`src/rtl/hyperbus_burst_splitter_pkg.sv`:
```
// ============================================================================
// Module   : hyperbus_pkg
// Purpose  : Shared transaction type and field encodings for the burst splitter
// Revision : 1.0 - initial release
// ============================================================================
`default_nettype none

package hyperbus_pkg;

  localparam int unsigned C_BURST_WIDTH = 12;
  localparam int unsigned C_NR_CS       = 2;
  localparam int unsigned C_ADDR_WIDTH  = 32;

  localparam logic C_BURST_TYPE_WRAPPED = 1'b0;
  localparam logic C_BURST_TYPE_LINEAR  = 1'b1;
  localparam logic C_ADDR_SPACE_MEMORY   = 1'b0;
  localparam logic C_ADDR_SPACE_REGISTER = 1'b1;

  typedef struct packed {
    logic [C_NR_CS-1:0]       cs;
    logic                     write;
    logic [C_BURST_WIDTH-1:0] burst;
    logic                     burst_type;
    logic                     address_space;
    logic [C_ADDR_WIDTH-1:0]  address;
  } trans_struct;

  typedef enum logic [1:0] {
    ST_IDLE  = 2'd0,
    ST_ISSUE = 2'd1,
    ST_DRAIN = 2'd2,
    ST_RESP  = 2'd3
  } splitter_state_e;

endpackage

`default_nettype wire

```
`src/rtl/hyperbus_burst_splitter_if.sv`:
```
// ============================================================================
// Module   : hyperbus_burst_splitter_if
// Purpose  : Transaction, response and read-data bundle around the splitter
// Revision : 1.0 - initial release
// ============================================================================
`default_nettype none

interface hyperbus_burst_splitter_if
  import hyperbus_pkg::*;
#(
  parameter int unsigned BURST_WIDTH = C_BURST_WIDTH,
  parameter int unsigned NR_CS       = C_NR_CS,
  parameter int unsigned ADDR_WIDTH  = C_ADDR_WIDTH
) ();

  logic [BURST_WIDTH-1:0] cfg_max_burst_i;

  logic                   in_trans_valid_i;
  logic                   in_trans_ready_o;
  logic [ADDR_WIDTH-1:0]  in_trans_address_i;
  logic [NR_CS-1:0]       in_trans_cs_i;
  logic                   in_trans_write_i;
  logic                   in_trans_burst_type_i;
  logic                   in_trans_address_space_i;
  logic [BURST_WIDTH-1:0] in_trans_burst_i;

  logic                   out_trans_valid_o;
  logic                   out_trans_ready_i;
  logic [ADDR_WIDTH-1:0]  out_trans_address_o;
  logic [NR_CS-1:0]       out_trans_cs_o;
  logic                   out_trans_write_o;
  logic                   out_trans_burst_type_o;
  logic                   out_trans_address_space_o;
  logic [BURST_WIDTH-1:0] out_trans_burst_o;

  logic                   phy_b_valid_i;
  logic                   phy_b_error_i;
  logic                   b_valid_o;
  logic                   b_ready_i;
  logic                   b_error_o;

  logic                   phy_rx_valid_i;
  logic                   phy_rx_ready_o;
  logic [15:0]            phy_rx_data_i;
  logic                   phy_rx_last_i;
  logic                   phy_rx_error_i;
  logic                   rx_valid_o;
  logic                   rx_ready_i;
  logic [15:0]            rx_data_o;
  logic                   rx_last_o;
  logic                   rx_error_o;

  // slave: the splitter's own view; master: the surrounding AXI side and PHY
  modport slave (
    input  cfg_max_burst_i,
    input  in_trans_valid_i, in_trans_address_i, in_trans_cs_i, in_trans_write_i,
    input  in_trans_burst_type_i, in_trans_address_space_i, in_trans_burst_i,
    output in_trans_ready_o,
    output out_trans_valid_o, out_trans_address_o, out_trans_cs_o, out_trans_write_o,
    output out_trans_burst_type_o, out_trans_address_space_o, out_trans_burst_o,
    input  out_trans_ready_i,
    input  phy_b_valid_i, phy_b_error_i, b_ready_i,
    output b_valid_o, b_error_o,
    input  phy_rx_valid_i, phy_rx_data_i, phy_rx_last_i, phy_rx_error_i, rx_ready_i,
    output phy_rx_ready_o, rx_valid_o, rx_data_o, rx_last_o, rx_error_o
  );

  modport master (
    output cfg_max_burst_i,
    output in_trans_valid_i, in_trans_address_i, in_trans_cs_i, in_trans_write_i,
    output in_trans_burst_type_i, in_trans_address_space_i, in_trans_burst_i,
    input  in_trans_ready_o,
    input  out_trans_valid_o, out_trans_address_o, out_trans_cs_o, out_trans_write_o,
    input  out_trans_burst_type_o, out_trans_address_space_o, out_trans_burst_o,
    output out_trans_ready_i,
    output phy_b_valid_i, phy_b_error_i, b_ready_i,
    input  b_valid_o, b_error_o,
    output phy_rx_valid_i, phy_rx_data_i, phy_rx_last_i, phy_rx_error_i, rx_ready_i,
    input  phy_rx_ready_o, rx_valid_o, rx_data_o, rx_last_o, rx_error_o
  );

endinterface

`default_nettype wire

```
`src/rtl/hyperbus_burst_splitter_chunk_calc.sv`:
```
// ============================================================================
// Module   : hyperbus_chunk_calc
// Purpose  : Next chunk length = min(remaining, max burst, words to page end)
// Revision : 1.0 - initial release
// ============================================================================
`default_nettype none

module hyperbus_chunk_calc
  import hyperbus_pkg::*;
#(
  parameter int unsigned BURST_WIDTH = C_BURST_WIDTH,
  parameter int unsigned PAGE_LOG2   = 9
) (
  input  wire logic [BURST_WIDTH-1:0] i_remaining,
  input  wire logic [BURST_WIDTH-1:0] i_cfg_max_burst,
  input  wire logic [PAGE_LOG2-1:0]   i_page_offset,
  input  wire logic                   i_pass_through,
  output logic      [BURST_WIDTH-1:0] o_chunk
);

  // Wide enough for both the burst fields and a full page (2^PAGE_LOG2)
  localparam int unsigned CALC_W = (BURST_WIDTH > PAGE_LOG2) ? BURST_WIDTH : PAGE_LOG2 + 1;

  logic [CALC_W-1:0] w_room;
  logic [CALC_W-1:0] w_remaining;
  logic [CALC_W-1:0] w_limit;
  logic [CALC_W-1:0] w_min_len;
  logic [CALC_W-1:0] w_min_all;

  always_comb begin
    w_room      = (CALC_W'(1) << PAGE_LOG2) - CALC_W'(i_page_offset);
    w_remaining = CALC_W'(i_remaining);
    w_limit     = (i_cfg_max_burst == '0) ? w_remaining : CALC_W'(i_cfg_max_burst);
    w_min_len   = (w_limit < w_remaining) ? w_limit : w_remaining;
    w_min_all   = (w_room < w_min_len) ? w_room : w_min_len;
    o_chunk     = i_pass_through ? i_remaining : BURST_WIDTH'(w_min_all);
  end

endmodule

`default_nettype wire

```
`src/rtl/hyperbus_burst_splitter.sv`:
```
// ============================================================================
// Module   : hyperbus_burst_splitter
// Purpose  : Splits linear bursts at max-length/page limits, merges responses
// Revision : 1.0 - initial release
// ============================================================================
`default_nettype none

module hyperbus_burst_splitter
  import hyperbus_pkg::*;
#(
  parameter int unsigned BURST_WIDTH = C_BURST_WIDTH,
  parameter int unsigned NR_CS       = C_NR_CS,
  parameter int unsigned ADDR_WIDTH  = C_ADDR_WIDTH,
  parameter int unsigned PAGE_LOG2   = 9,
  parameter int unsigned CNT_WIDTH   = 8
) (
  input wire logic clk_i,
  input wire logic rst_ni,
  hyperbus_burst_splitter_if.slave bus
);

  splitter_state_e        r_state;
  logic [ADDR_WIDTH-1:0]  r_cur_addr;
  logic [BURST_WIDTH-1:0] r_remaining;
  logic [BURST_WIDTH-1:0] r_burst_hold;
  logic                   r_hold_valid;
  logic [NR_CS-1:0]       r_cs;
  logic                   r_write;
  logic                   r_burst_type;
  logic                   r_address_space;
  logic [CNT_WIDTH-1:0]   r_issued;
  logic [CNT_WIDTH-1:0]   r_done;
  logic                   r_err;
  logic                   r_in_ready;
  logic                   r_out_valid;
  logic                   r_b_valid;
  logic                   r_b_error;

  logic                   w_pass_through;
  logic [BURST_WIDTH-1:0] w_chunk;
  logic [BURST_WIDTH-1:0] w_out_burst;
  logic [BURST_WIDTH-1:0] w_remaining_next;
  logic                   w_out_fire;
  logic                   w_rx_fire;
  logic                   w_completion;
  logic [CNT_WIDTH-1:0]   w_done_next;
  logic [CNT_WIDTH-1:0]   w_issued_next;
  logic                   w_err_next;

  assign w_pass_through = (r_address_space == C_ADDR_SPACE_REGISTER) ||
                          (r_burst_type == C_BURST_TYPE_WRAPPED);

  hyperbus_chunk_calc #(
    .BURST_WIDTH (BURST_WIDTH),
    .PAGE_LOG2   (PAGE_LOG2)
  ) u_chunk_calc (
    .i_remaining     (r_remaining),
    .i_cfg_max_burst (bus.cfg_max_burst_i),
    .i_page_offset   (r_cur_addr[PAGE_LOG2:1]),
    .i_pass_through  (w_pass_through),
    .o_chunk         (w_chunk)
  );

  // A stalled chunk keeps its length even if the max-burst setting moves
  assign w_out_burst      = r_hold_valid ? r_burst_hold : w_chunk;
  assign w_out_fire       = r_out_valid && bus.out_trans_ready_i;
  assign w_remaining_next = r_remaining - w_out_burst;
  assign w_rx_fire        = bus.phy_rx_valid_i && bus.rx_ready_i;
  assign w_completion     = (r_state != ST_IDLE) &&
                            (r_write ? bus.phy_b_valid_i : (w_rx_fire && bus.phy_rx_last_i));
  assign w_done_next      = r_done + CNT_WIDTH'(w_completion);
  assign w_issued_next    = r_issued + CNT_WIDTH'(w_out_fire);
  assign w_err_next       = r_err || ((r_state != ST_IDLE) && bus.phy_b_valid_i && bus.phy_b_error_i);

  always_ff @(posedge clk_i) begin
    if (!rst_ni) begin
      r_state         <= ST_IDLE;
      r_cur_addr      <= '0;
      r_remaining     <= '0;
      r_burst_hold    <= '0;
      r_hold_valid    <= 1'b0;
      r_cs            <= '0;
      r_write         <= 1'b0;
      r_burst_type    <= 1'b0;
      r_address_space <= 1'b0;
      r_issued        <= '0;
      r_done          <= '0;
      r_err           <= 1'b0;
      r_in_ready      <= 1'b1;
      r_out_valid     <= 1'b0;
      r_b_valid       <= 1'b0;
      r_b_error       <= 1'b0;
    end else begin
      r_done   <= w_done_next;
      r_issued <= w_issued_next;
      r_err    <= w_err_next;
      case (r_state)
        ST_IDLE: begin
          if (bus.in_trans_valid_i) begin
            r_cur_addr      <= bus.in_trans_address_i;
            r_remaining     <= bus.in_trans_burst_i;
            r_cs            <= bus.in_trans_cs_i;
            r_write         <= bus.in_trans_write_i;
            r_burst_type    <= bus.in_trans_burst_type_i;
            r_address_space <= bus.in_trans_address_space_i;
            r_hold_valid    <= 1'b0;
            r_issued        <= '0;
            r_done          <= '0;
            r_err           <= 1'b0;
            r_in_ready      <= 1'b0;
            r_out_valid     <= 1'b1;
            r_state         <= ST_ISSUE;
          end
        end
        ST_ISSUE: begin
          if (r_out_valid && !bus.out_trans_ready_i) begin
            r_hold_valid <= 1'b1;
            r_burst_hold <= w_out_burst;
          end
          if (w_out_fire) begin
            r_hold_valid <= 1'b0;
            r_cur_addr   <= r_cur_addr + ADDR_WIDTH'({w_out_burst, 1'b0});
            r_remaining  <= w_remaining_next;
            if (w_remaining_next == '0) begin
              r_out_valid <= 1'b0;
              r_state     <= ST_DRAIN;
            end
          end
        end
        ST_DRAIN: begin
          if (r_done == r_issued) begin
            if (r_write) begin
              r_b_valid <= 1'b1;
              r_b_error <= r_err;
              r_state   <= ST_RESP;
            end else begin
              r_in_ready <= 1'b1;
              r_state    <= ST_IDLE;
            end
          end
        end
        ST_RESP: begin
          if (bus.b_ready_i) begin
            r_b_valid  <= 1'b0;
            r_b_error  <= 1'b0;
            r_in_ready <= 1'b1;
            r_state    <= ST_IDLE;
          end
        end
        default: r_state <= ST_IDLE;
      endcase
    end
  end

  assign bus.in_trans_ready_o          = r_in_ready;
  assign bus.out_trans_valid_o         = r_out_valid;
  assign bus.out_trans_address_o       = r_cur_addr;
  assign bus.out_trans_cs_o            = r_cs;
  assign bus.out_trans_write_o         = r_write;
  assign bus.out_trans_burst_type_o    = r_burst_type;
  assign bus.out_trans_address_space_o = r_address_space;
  assign bus.out_trans_burst_o         = w_out_burst;
  assign bus.b_valid_o                 = r_b_valid;
  assign bus.b_error_o                 = r_b_error;

  // Only the final chunk's last beat closes the upstream read burst
  assign bus.rx_valid_o     = bus.phy_rx_valid_i;
  assign bus.phy_rx_ready_o = bus.rx_ready_i;
  assign bus.rx_data_o      = bus.phy_rx_data_i;
  assign bus.rx_error_o     = bus.phy_rx_error_i;
  assign bus.rx_last_o      = bus.phy_rx_last_i && (r_state == ST_DRAIN) &&
                              (r_done == (r_issued - CNT_WIDTH'(1)));

  a_no_b_in_idle: assert property (@(posedge clk_i) disable iff (!rst_ni)
    (r_state == ST_IDLE) |-> !bus.phy_b_valid_i);

  a_chunk_count_range: assert property (@(posedge clk_i) disable iff (!rst_ni)
    w_out_fire |-> (r_issued != '1));

endmodule

`default_nettype wire

```
`src/flat_wrapper.sv`:
```
// flat-port wrapper written by rule: the top's interface ports become plain ports
module hyperbus_burst_splitter_flat import hyperbus_pkg::*;
#(
  parameter int unsigned BURST_WIDTH = C_BURST_WIDTH,
  parameter int unsigned NR_CS       = C_NR_CS,
  parameter int unsigned ADDR_WIDTH  = C_ADDR_WIDTH,
  parameter int unsigned PAGE_LOG2   = 9,
  parameter int unsigned CNT_WIDTH   = 8
)
  (clk_i, rst_ni, bus_cfg_max_burst_i, bus_in_trans_valid_i, bus_in_trans_address_i, bus_in_trans_cs_i, bus_in_trans_write_i, bus_in_trans_burst_type_i, bus_in_trans_address_space_i, bus_in_trans_burst_i, bus_in_trans_ready_o, bus_out_trans_valid_o, bus_out_trans_address_o, bus_out_trans_cs_o, bus_out_trans_write_o, bus_out_trans_burst_type_o, bus_out_trans_address_space_o, bus_out_trans_burst_o, bus_out_trans_ready_i, bus_phy_b_valid_i, bus_phy_b_error_i, bus_b_ready_i, bus_b_valid_o, bus_b_error_o, bus_phy_rx_valid_i, bus_phy_rx_data_i, bus_phy_rx_last_i, bus_phy_rx_error_i, bus_rx_ready_i, bus_phy_rx_ready_o, bus_rx_valid_o, bus_rx_data_o, bus_rx_last_o, bus_rx_error_o);
  hyperbus_burst_splitter_if #(.BURST_WIDTH(BURST_WIDTH), .NR_CS(NR_CS), .ADDR_WIDTH(ADDR_WIDTH)) bus_i ();
  input wire logic clk_i;
  input wire logic rst_ni;
  input wire logic [$bits(bus_i.cfg_max_burst_i)-1:0] bus_cfg_max_burst_i;
  input wire logic [$bits(bus_i.in_trans_valid_i)-1:0] bus_in_trans_valid_i;
  input wire logic [$bits(bus_i.in_trans_address_i)-1:0] bus_in_trans_address_i;
  input wire logic [$bits(bus_i.in_trans_cs_i)-1:0] bus_in_trans_cs_i;
  input wire logic [$bits(bus_i.in_trans_write_i)-1:0] bus_in_trans_write_i;
  input wire logic [$bits(bus_i.in_trans_burst_type_i)-1:0] bus_in_trans_burst_type_i;
  input wire logic [$bits(bus_i.in_trans_address_space_i)-1:0] bus_in_trans_address_space_i;
  input wire logic [$bits(bus_i.in_trans_burst_i)-1:0] bus_in_trans_burst_i;
  output wire logic [$bits(bus_i.in_trans_ready_o)-1:0] bus_in_trans_ready_o;
  output wire logic [$bits(bus_i.out_trans_valid_o)-1:0] bus_out_trans_valid_o;
  output wire logic [$bits(bus_i.out_trans_address_o)-1:0] bus_out_trans_address_o;
  output wire logic [$bits(bus_i.out_trans_cs_o)-1:0] bus_out_trans_cs_o;
  output wire logic [$bits(bus_i.out_trans_write_o)-1:0] bus_out_trans_write_o;
  output wire logic [$bits(bus_i.out_trans_burst_type_o)-1:0] bus_out_trans_burst_type_o;
  output wire logic [$bits(bus_i.out_trans_address_space_o)-1:0] bus_out_trans_address_space_o;
  output wire logic [$bits(bus_i.out_trans_burst_o)-1:0] bus_out_trans_burst_o;
  input wire logic [$bits(bus_i.out_trans_ready_i)-1:0] bus_out_trans_ready_i;
  input wire logic [$bits(bus_i.phy_b_valid_i)-1:0] bus_phy_b_valid_i;
  input wire logic [$bits(bus_i.phy_b_error_i)-1:0] bus_phy_b_error_i;
  input wire logic [$bits(bus_i.b_ready_i)-1:0] bus_b_ready_i;
  output wire logic [$bits(bus_i.b_valid_o)-1:0] bus_b_valid_o;
  output wire logic [$bits(bus_i.b_error_o)-1:0] bus_b_error_o;
  input wire logic [$bits(bus_i.phy_rx_valid_i)-1:0] bus_phy_rx_valid_i;
  input wire logic [$bits(bus_i.phy_rx_data_i)-1:0] bus_phy_rx_data_i;
  input wire logic [$bits(bus_i.phy_rx_last_i)-1:0] bus_phy_rx_last_i;
  input wire logic [$bits(bus_i.phy_rx_error_i)-1:0] bus_phy_rx_error_i;
  input wire logic [$bits(bus_i.rx_ready_i)-1:0] bus_rx_ready_i;
  output wire logic [$bits(bus_i.phy_rx_ready_o)-1:0] bus_phy_rx_ready_o;
  output wire logic [$bits(bus_i.rx_valid_o)-1:0] bus_rx_valid_o;
  output wire logic [$bits(bus_i.rx_data_o)-1:0] bus_rx_data_o;
  output wire logic [$bits(bus_i.rx_last_o)-1:0] bus_rx_last_o;
  output wire logic [$bits(bus_i.rx_error_o)-1:0] bus_rx_error_o;
  assign bus_i.cfg_max_burst_i = bus_cfg_max_burst_i;
  assign bus_i.in_trans_valid_i = bus_in_trans_valid_i;
  assign bus_i.in_trans_address_i = bus_in_trans_address_i;
  assign bus_i.in_trans_cs_i = bus_in_trans_cs_i;
  assign bus_i.in_trans_write_i = bus_in_trans_write_i;
  assign bus_i.in_trans_burst_type_i = bus_in_trans_burst_type_i;
  assign bus_i.in_trans_address_space_i = bus_in_trans_address_space_i;
  assign bus_i.in_trans_burst_i = bus_in_trans_burst_i;
  assign bus_in_trans_ready_o = bus_i.in_trans_ready_o;
  assign bus_out_trans_valid_o = bus_i.out_trans_valid_o;
  assign bus_out_trans_address_o = bus_i.out_trans_address_o;
  assign bus_out_trans_cs_o = bus_i.out_trans_cs_o;
  assign bus_out_trans_write_o = bus_i.out_trans_write_o;
  assign bus_out_trans_burst_type_o = bus_i.out_trans_burst_type_o;
  assign bus_out_trans_address_space_o = bus_i.out_trans_address_space_o;
  assign bus_out_trans_burst_o = bus_i.out_trans_burst_o;
  assign bus_i.out_trans_ready_i = bus_out_trans_ready_i;
  assign bus_i.phy_b_valid_i = bus_phy_b_valid_i;
  assign bus_i.phy_b_error_i = bus_phy_b_error_i;
  assign bus_i.b_ready_i = bus_b_ready_i;
  assign bus_b_valid_o = bus_i.b_valid_o;
  assign bus_b_error_o = bus_i.b_error_o;
  assign bus_i.phy_rx_valid_i = bus_phy_rx_valid_i;
  assign bus_i.phy_rx_data_i = bus_phy_rx_data_i;
  assign bus_i.phy_rx_last_i = bus_phy_rx_last_i;
  assign bus_i.phy_rx_error_i = bus_phy_rx_error_i;
  assign bus_i.rx_ready_i = bus_rx_ready_i;
  assign bus_phy_rx_ready_o = bus_i.phy_rx_ready_o;
  assign bus_rx_valid_o = bus_i.rx_valid_o;
  assign bus_rx_data_o = bus_i.rx_data_o;
  assign bus_rx_last_o = bus_i.rx_last_o;
  assign bus_rx_error_o = bus_i.rx_error_o;
  hyperbus_burst_splitter #(.BURST_WIDTH(BURST_WIDTH), .NR_CS(NR_CS), .ADDR_WIDTH(ADDR_WIDTH), .PAGE_LOG2(PAGE_LOG2), .CNT_WIDTH(CNT_WIDTH)) u_core (.clk_i(clk_i), .rst_ni(rst_ni), .bus(bus_i));
endmodule
```
`config.mk`:
```
export PLATFORM = sky130hd
export DESIGN_NAME = hyperbus_burst_splitter_flat
export DESIGN_NICKNAME = d
export VERILOG_FILES = /design/src/rtl/hyperbus_burst_splitter_pkg.sv /design/src/rtl/hyperbus_burst_splitter_if.sv /design/src/rtl/hyperbus_burst_splitter_chunk_calc.sv /design/src/rtl/hyperbus_burst_splitter.sv /design/src/flat_wrapper.sv
export SDC_FILE = /design/constraint.sdc
export NUM_CORES = 1
export LEC_CHECK = 0
export ABC_AREA = 0
export ABC_CLOCK_PERIOD_IN_PS = 15340
export CELL_PAD_IN_SITES_DETAIL_PLACEMENT = 0
export CELL_PAD_IN_SITES_GLOBAL_PLACEMENT = 2
export CORE_MARGIN = 8
export CORE_UTILIZATION = 25
export DETAILED_ROUTE_END_ITERATION = 12
export PLACE_DENSITY_LB_ADDON = 0.1
export SYNTH_ARGS = -nofsm -noshare
export SYNTH_HDL_FRONTEND = slang
export SYNTH_SLANG_ARGS = --single-unit
```
`constraint.sdc`:
```
create_clock -name clk_i -period 15.34 [get_ports clk_i]
set_input_delay 3.068 -clock clk_i [delete_from_list [all_inputs] [get_ports clk_i]]
set_output_delay 3.068 -clock clk_i [all_outputs]
set_load 0.01 [all_outputs]
```
# Word level (Yosys, flattened, before mapping)
# Index checks and enable logic that the tools add are counted.
[op_classes]
add_sub_neg = 6
magnitude_cmp = 2
n_eq_ne = 13
n_mux = 44
n_bitwise = 1
n_reduce_logical = 27
[op_table]
columns = ["op", "count"]
rows = [
  ["$mux W12", 7],
  ["$mux W32", 2],
  ["$pmux W32 S2", 1],
  ["$add A32 B13 Y32", 1],
  ["$mux W8", 4],
  ["$logic_not A12 Y1", 2],
  ["$lt A12 B12 Y1", 2],
  ["$pmux W12 S2", 1],
  ["$mux W1", 17],
  ["$add A8 B1 Y8", 2],
  ["$eq A8 B8 Y1", 2],
  ["$mux W2", 6],
  ["$sub A12 B12 Y12", 1],
  ["$sub A10 B9 Y11 const A", 1],
  ["$reduce_and A5 Y1", 2],
  ["$logic_and A1 B1 Y1", 9],
  ["$ne A2 B1 Y1 const B", 4],
  ["$pmux W1 S2", 4],
  ["$pmux W2 S4", 1],
  ["$reduce_and A4 Y1", 2],
  ["$sub A8 B1 Y8 const B", 1],
  ["$ne A2 B2 Y1 const B", 3],
  ["$reduce_and A3 Y1", 2],
  ["$reduce_bool A2 Y1", 3],
  ["other kinds (10)", 13],
]
[word_totals]
register_bits = 85
out_inout_bits = 73
elab_cells = 109

# Depth between registers and ports, before layout
# Gate-level depths: netlist of the first run.
[depth]
depth_word = 13
mapped_depth = 42
depth_no_buf = 37

# Cells and area by module
# Synthesis of the first run repeated with hierarchy kept, for this count alone.
[hier_totals]
hier_cells = 899
area_unflattened_um2 = 6981.7
[by_module_without_submodules]
columns = ["module", "instances", "cells_per_inst", "area_each_um2", "seq_area_each_um2"]
rows = [
  ["hyperbus_burst_splitter", 1, 731, 5784.3, 1701.6],
  ["hyperbus_chunk_calc", 1, 168, 1197.4, 0.0],
]

# Worst setup path before layout of the first run
# OpenSTA, ideal clock, no wires.
[synth_path]
kind = "input -> output"
startpoint = "input bus_cfg_max_burst_i[0]"
endpoint = "output bus_out_trans_burst_o[4]"
arrival_time_ns = 7.553
t_required_ns = 12.272
setup_slack_ns = 4.719
cell_stages = 25
n_path_buf = 5
path_cell_list = "nor4_1 > and3_4 > buf_6 > buf_2 > a21o_1 > ha_1 > nand4_1 > o21a_2 > o2111ai_2 > or2_1 > buf_6 > clkbuf_1 > o21ai_0 > ha_1 > o21ai_0 > o21ai_0 > a22oi_1 > nor4_2 > a21oi_2 > buf_6 > nor2_2 > or2b_1 > a311oi_1 > a21oi_1 > inv_1"
[synth_between]
elab_chain_len = 8
[synth_rtl]
columns = ["element", "line_no", "source"]
rows = [
  ["start, declared", "flat_wrapper.sv:14", "input wire logic [$bits(bus_i.cfg_max_burst_i)-1:0] bus_cfg_max_burst_i;"],
  ["$logic_not A12 Y1", "hyperbus_burst_splitter_chunk_calc.sv:33", "w_limit = (i_cfg_max_burst == '0) ? w_remaining : CALC_W'(i_cfg_max_burst);"],
  ["$mux W12 *", "hyperbus_burst_splitter_chunk_calc.sv:33", ""],
  ["$lt A12 B12 Y1", "hyperbus_burst_splitter_chunk_calc.sv:34", "w_min_len = (w_limit < w_remaining) ? w_limit : w_remaining;"],
  ["$mux W12 *", "hyperbus_burst_splitter_chunk_calc.sv:34", ""],
  ["$lt A12 B12 Y1", "hyperbus_burst_splitter_chunk_calc.sv:35", "w_min_all = (w_room < w_min_len) ? w_room : w_min_len;"],
  ["$mux W12 *", "hyperbus_burst_splitter_chunk_calc.sv:35", ""],
  ["$mux W12 *", "hyperbus_burst_splitter_chunk_calc.sv:36", "o_chunk = i_pass_through ? i_remaining : BURST_WIDTH'(w_min_all);"],
  ["$mux W12 *", "hyperbus_burst_splitter.sv:65", "assign w_out_burst = r_hold_valid ? r_burst_hold : w_chunk;"],
  ["end, declared", "flat_wrapper.sv:29", "output wire logic [$bits(bus_i.out_trans_burst_o)-1:0] bus_out_trans_burst_o;"],
]
# Every way passes the cells marked *; elsewhere a longest branch is shown, timed or not.

# Worst setup path after layout of the first run
[layout_path]
startpoint = "input bus_cfg_max_burst_i[8]"
endpoint = "output bus_out_trans_burst_o[0]"
# The elaborated chain is that of the path after synthesis.

==> results of run 1 <==
through the flow:
stage          hold slack (ns)  setup slack, ns  power (mW)
2_1_floorplan            0.432             4.72       0.534
3_3_place_gp             0.453             2.52       0.660
3_5_place_dp             0.464             2.55       0.654
4_1_cts                  0.474             2.51       0.912
5_1_grt                  0.507             1.82       0.960
6_report                 0.466             2.50       0.899
worst paths after layout:
check,slack (ns),depth (start not counted),to,from
max,2.50,23,bus_out_trans_burst_o[0],bus_cfg_max_burst_i[8]
min,0.47,2,u_core.bus.b_valid_o,u_core.bus.b_valid_o
max reg2reg,6.42,33,u_core.r_state[0],u_core.r_remaining[9]
min reg2reg,0.47,2,u_core.bus.b_valid_o,u_core.bus.b_valid_o
per-layer routing:
metal	global-route usage	vias to the layer above	wire (um)	part of all wire
met2	0.266	110	12600	0.46
met4	0.0339	0	300	0.011
met3	0.0269	18	925	0.034
met5	0	-	0	0
li1	-	3449	-	-
met1	0.215	3309	13400	0.49
state kept, by name, indices dropped and copies added, names as in the netlist:
name,count
u_core.bus.b_error_o,1
u_core.bus.out_trans_address_space_o,1
u_core.bus.out_trans_burst_type_o,1
u_core.r_done,8
u_core.r_err,1
u_core.bus.b_valid_o,1
u_core.r_hold_valid,1
u_core.r_burst_hold,12
u_core.bus.out_trans_cs_o,2
u_core.r_issued,8
u_core.bus.out_trans_address_o,32
u_core.r_remaining,12
u_core.bus.out_trans_valid_o,1
u_core.bus.out_trans_write_o,1
u_core.r_state,2
u_core.bus.in_trans_ready_o,1
power groups by stage:
| stage | clock network, mW | registers, mW | logic (mW) |
|---|---|---|---|
| floorplan | 0 | 0.254 | 0.280 |
| global placement | 0 | 0.263 | 0.397 |
| detailed placement | 0 | 0.262 | 0.392 |
| CTS | 0.260 | 0.257 | 0.394 |
| global route | 0.268 | 0.260 | 0.432 |
| finish | 0.250 | 0.257 | 0.392 |
cell families after synthesis:
group	synth area share
AO/OA/AOI/OAI	0.261
XOR/XNOR	0.0688
adder cells (fa/ha/maj)	0.0851
buffers and inverters	0.0963
flip-flops	0.239
multiplexers	0.0158
AND/OR/NAND/NOR	0.234
synthesized netlist by cell type (15+ instances only):
master and count:
o21ai_0 46, a21boi_0 20, nor2_1 85, nand3_1 27, xnor2_1 34, o211a_1 15
inv_1 50, clkbuf_1 32, o221ai_1 19, nand2_1 103, nor3_1 29, dfxtp_1 85
a21oi_1 46, buf_4 19, xor2_1 22, ha_1 42
layout by cell type, fill, tap and decap left out, types with 11 or more instances in the layout:
cell type / n
a211oi_1: 13
a21boi_0: 20
a21o_1: 11
a21oi_1: 45
and3_1: 14
buf_4: 12
clkdlybuf4s50_1: 125
dfxtp_1: 85
ha_1: 42
inv_1: 50
nand2_1: 103
nand3_1: 27
nor2_1: 85
nor3_1: 29
nor4_1: 11
o211a_1: 15
o211ai_1: 13
o21ai_0: 46
o221ai_1: 19
xnor2_1: 34
xor2_1: 22
worst max-delay path, cell delays in order:
cell             delay [ns]
clkdlybuf4s50_1        0.45
nor4_1                 0.53
and3_4                 0.39
a21oi_1                0.12
inv_1                  0.08
ha_1                   0.15
nand4_2                0.17
or3_1                  0.41
o2111ai_2              0.17
or2_1                  0.59
nor2_1                 0.11
a21oi_1                0.22
ha_1                   0.28
o21ai_0                0.13
or2b_2                 0.33
a22oi_1                0.28
nor2_1                 0.10
a21oi_2                0.60
nor2_2                 0.24
a211oi_1               0.29
a211oi_1               0.08
a21oi_1                0.33
clkdlybuf4s50_1        0.62
area by class of cell:
| type | instances | area (um2) |
|---|---|---|
| fillers | 3113 | 19600 |
| multi-input cells | 707 | 4750 |
| flip-flops and latches | 85 | 1700 |
| repair buffers | 138 | 1350 |
| well taps | 384 | 480 |
| clock buffers | 11 | 243 |
| inverters | 51 | 191 |
| clock inverters | 5 | 83.8 |
==> out/metrics.cfg, run 1 <==
[placed_design]
port_buffers=126
gp_congestion=0.806
dpl.hpwl_mm=20.6
placedInstanceArea_um2=8470
dp_cells=1365

[clock_tree]
h-tree-depth=3
clock_sinks=85
cts_root_buf=clkbuf_16
clk_path_buf_depth=2
cts_resized=0
cts_tree=yes
postCtsSetupRepairBufs=0
clkTransAtPathRegs_ns=0.07
hold_buffers=0
numCtsBuffers=9
clock_latency_ns=0.35

[cells_and_area]
drive_above_1_share=0.0702
diodes=0
final_util=0.310
final_cells=1381
fin_nets=1124
postLayoutCellArea_um2=8800
syn_to_final_growth_pct=23.4

[global_routing]
track_usage=0.160
antenna_found_initial=0
grt_pass1_vias=7095
grt_overflow_total=0
grt_first_pass_wirelength_mm=42.4
grt_max_degree=78

[synthesis]
yosys_warnings=0
synth_edf_count=0
syn_nets=1049
yosysTopAreaCellShare=0.239
yosysSeqAreaShare=0.239
synthArstFlopShare=0
synth_area_leader_cell=dfxtp_1
synth.ff_latch_count=85
netlist_instances=917
synth_ff_type=dfxtp_1
syn_area_per_cell_um2=7.78
ys_types=93
yosys-top-cells-area=dfxtp_1 (24%), ha_1 (7.4%), nand2_1 (5.4%)
syn-cell-area_um2=7130

[floorplanning]
die_y_um=185
core-area_um2=28400
io_pins=161
die_w_um=185
row_count=62
die_area_um2=34200
start_util=0.251

[sta]
final_hold_viol_count=0
setup_viol=0
rsz0062_at_grt=false
relSlewSlack=0.339
slew_violations=0
fmax_mhz=77.9
clock_skew_ns=0.0106
fin_tns_setup_ns=0
period_share=0.837
period_minus_slack_ns=12.84
tightest_slew_ns=0.989

[critical_path]
start_kind=primary input
critPathMaxFanout=19
cp-end-kind=primary output
required_ns=12.27
crit_type=in2out
arrival_ns=9.77

[power]
power_frac_clock=0.278
leakage_nw=3.41
switchingPower_mw=0.353
power_frac_seq=0.286
power.density_nw_per_um2=102
switching_share=0.392
combPwrFrac=0.436
ir_worst_vdd_mv=0.0526
internal-power_mw=0.546

[routing]
drtAntennaViolNets=0
drtPass1Iterations=5
num_vias=6886
drt_iter0_markers=337
finalWirelength_mm=27.3
routedWlPerCell_um=19.7
drc=0
avgViaCountPerCell=4.99

[worst_hold_path]
worstHoldPathType=reg2reg

[run_status]
status=completed

[flow_run]
cap_violations=0

No activity file was read; power rests on OpenSTA's default activity.
==> run 2, diff against run 1 <==
--- a/config.mk
+++ b/config.mk
@@ -6,7 +6,7 @@
 export NUM_CORES = 1
 export LEC_CHECK = 0
 export ABC_AREA = 0
-export ABC_CLOCK_PERIOD_IN_PS = 15340
+export ABC_CLOCK_PERIOD_IN_PS = 10800
 export CELL_PAD_IN_SITES_DETAIL_PLACEMENT = 0
 export CELL_PAD_IN_SITES_GLOBAL_PLACEMENT = 2
 export CORE_MARGIN = 8
==> constraint.sdc (replaced) <==
create_clock -name clk_i -period 10.8 [get_ports clk_i]
set_input_delay 2.16 -clock clk_i [delete_from_list [all_inputs] [get_ports clk_i]]
set_output_delay 2.16 -clock clk_i [all_outputs]
set_load 0.01 [all_outputs]
==> out/metrics.cfg, run 2 (same netlist as run 1, synthesis figures left out) <==
[routing]
drtPass1Iterations=5  ; unchanged
num_vias=6938  ; was 6886
drc=0  ; unchanged
avgViaCountPerCell=4.97  ; was 4.99
drtAntennaViolNets=0  ; unchanged
finalWirelength_mm=27.6  ; was 27.3 mm
routedWlPerCell_um=19.8  ; was 19.7 um
drt_iter0_markers=377  ; was 337

[power]
power.total_mw=1.30  ; was 0.899 mW
internal-power_mw=0.793  ; was 0.546 mW
ir_worst_vdd_mv=0.0683  ; was 0.0526 mV
switching_share=0.392  ; about the same
switchingPower_mw=0.511  ; was 0.353 mW
power_frac_seq=0.280  ; was 0.286
power_frac_clock=0.277  ; was 0.278
power.density_nw_per_um2=146  ; was 102 nW/um2
combPwrFrac=0.444  ; was 0.436
leakage_nw=3.49  ; was 3.41 nW

[run_status]
status=completed  ; unchanged

[sta]
clock_skew_ns=0.0165  ; was 0.0106 ns
slew_violations=0  ; unchanged
fin_tns_setup_ns=0  ; unchanged
tightest_slew_ns=0.977  ; was 0.989 ns
fmax_mhz=97.2
relSlewSlack=0.347  ; was 0.339
setup_viol=0  ; unchanged
rsz0062_at_grt=false  ; unchanged
period_share=0.952
final_hold_viol_count=0  ; unchanged
period_minus_slack_ns=10.28

[clock_tree]
clk_path_buf_depth=2  ; unchanged
cts_root_buf=clkbuf_16  ; unchanged
clock_latency_ns=0.35  ; about the same
hold_buffers=0  ; unchanged
clkTransAtPathRegs_ns=0.06  ; was 0.07 ns
postCtsSetupRepairBufs=0  ; unchanged
cts_resized=0  ; unchanged
numCtsBuffers=9  ; unchanged
h-tree-depth=3  ; unchanged
clock_sinks=85  ; unchanged
cts_tree=yes  ; unchanged

[floorplanning]
start_util=0.251  ; unchanged
core-area_um2=28400  ; unchanged
die_area_um2=34200  ; unchanged
die_y_um=185  ; unchanged
io_pins=161  ; unchanged
row_count=62  ; unchanged
die_w_um=185  ; unchanged

[cells_and_area]
diodes=0  ; unchanged
postLayoutCellArea_um2=8940  ; was 8800 um2
largest_reg_flops=32  ; unchanged
syn_to_final_growth_pct=25.3  ; was 23.4%
layout_common_cells=clkdlybuf4s50_1 (125), nand2_1 (103), nor2_1 (85), dfxtp_1 (85), inv_1 (50)  ; unchanged
fin_nets=1138  ; was 1124
layout_commonest_cell=clkdlybuf4s50_1  ; unchanged
drive_above_1_share=0.0851  ; was 0.0702
fillerInstances=3142  ; was 3113

[global_routing]
gr-usage-met1=0.219  ; was 0.215
grt_max_degree=78  ; unchanged
met3_usage=0.0259  ; was 0.0269
grt_first_pass_wirelength_mm=43.3  ; was 42.4 mm
track_usage=0.163  ; was 0.160
grt_pass1_vias=7133  ; was 7095
grt_overflow_total=0  ; unchanged
antenna_found_initial=0  ; unchanged
globalRouteMet2Util=0.273  ; was 0.266
busiest_layer=met2  ; unchanged

[critical_path]
critPathMaxFanout=14  ; was 19
cp-end-kind=primary output  ; unchanged
crit_slowest_cell=clkdlybuf4s50_1  ; unchanged
required_ns=8.64  ; was 12.27 ns
cp_top_family=compound AO/OA/AOI/OAI gates  ; was simple AND/OR/NAND/NOR gates
r2r_cells=35  ; was 33
r2r_end=u_core.bus.out_trans_valid_o  ; was u_core.r_state[0]
crit_type=in2out  ; unchanged
cp_num_buf_inv=7  ; was 3
max_stage_delay_ns=0.57  ; was 0.62 ns
rrSetupSlack_ns=2.90  ; was 6.42 ns
arrival_ns=8.12  ; was 9.77 ns
start_kind=primary input  ; unchanged
r2r-start=u_core.r_remaining[9]  ; unchanged

[worst_hold_path]
min_to=u_core.bus.b_valid_o  ; unchanged
hold_depth=2  ; unchanged
worstHoldPathType=reg2reg  ; unchanged
min_from=u_core.bus.b_valid_o  ; unchanged

[placed_design]
placedInstanceArea_um2=8590  ; was 8470 um2
port_buffers=126  ; unchanged
dpl.hpwl_mm=21.0  ; was 20.6 mm
gp_congestion=0.784  ; was 0.806

[flow_run]
cap_violations=0  ; unchanged

## run 2: changes by cell type in the layout (fill, tap and decap cells not counted), sizes merged
cell and change:
inv +2, clkbuf -1, clkinv -1, buf +14
## run 2: power by group through the flow
stage / logic [mW] / registers, mW / clock network, mW
global placement: 0.583 / 0.373 / 0
CTS: 0.581 / 0.365 / 0.376
detailed placement: 0.577 / 0.372 / 0
floorplan: 0.398 / 0.361 / 0
finish: 0.578 / 0.365 / 0.361
global route: 0.636 / 0.369 / 0.391
## run 2: worst max-delay path by stage
| stage | startpoint | endpoint | cells past startpoint | slack, ns |
|---|---|---|---|---|
| 2_1_floorplan | bus_cfg_max_burst_i[0] | u_core.bus.out_trans_valid_o | 40 | 1.40 |
| 3_3_place_gp | bus_cfg_max_burst_i[0] | u_core.r_state[0] | 37 | 0.20 |
| 3_5_place_dp | bus_cfg_max_burst_i[0] | u_core.bus.out_trans_valid_o | 39 | 0.16 |
| 4_1_cts | bus_cfg_max_burst_i[0] | bus_out_trans_burst_o[8] | 26 | 0.29 |
| 5_1_grt | bus_cfg_max_burst_i[0] | u_core.bus.out_trans_valid_o | 38 | 0.0003 |
| 6_report | bus_cfg_max_burst_i[0] | bus_out_trans_burst_o[8] | 26 | 0.52 |
## run 2: per-layer routing
| layer | vias up | routed length (um) |
|---|---|---|
| met1 | 3304 | 13400 |
| met3 | 11 | 1100 |
| met4 | 0 | 233 |
| li1 | 3487 | - |
| met2 | 136 | 12900 |
| met5 | - | 0 |
## run 2: per-stage QoR
| stage | instances | hold WS [ns] | util | setup WS (ns) |
|---|---|---|---|---|
| floorplan | 917 | 0.432 | - | 1.40 |
| global placement | 1379 | 0.453 | 0.303 | 0.200 |
| detailed placement | 1379 | 0.460 | 0.303 | 0.163 |
| CTS | 1395 | 0.469 | 0.314 | 0.289 |
| global route | 1395 | 0.484 | 0.315 | 0.000291 |
| finish | 1395 | 0.465 | 0.315 | 0.515 |
## run 2: area by class of cell
cell class,instances,area (um2),area share
multi-input cells,707,4770,0.534
flip-flops and latches,85,1700,0.190
repair buffers,152,1460,0.164
well taps,384,480,0.0538
clock buffers,10,239,0.0267
inverters,51,191,0.0214
clock inverters,6,92.6,0.0104
## run 2: worst register-to-register path, delay by kind of cell, from the launching register on
family	cells	cell delay [ns]
simple gates	12	2.23
compound gates	16	3.13
fa+ha+maj	4	1.29
buf+inv	3	0.54
flops	1	0.57
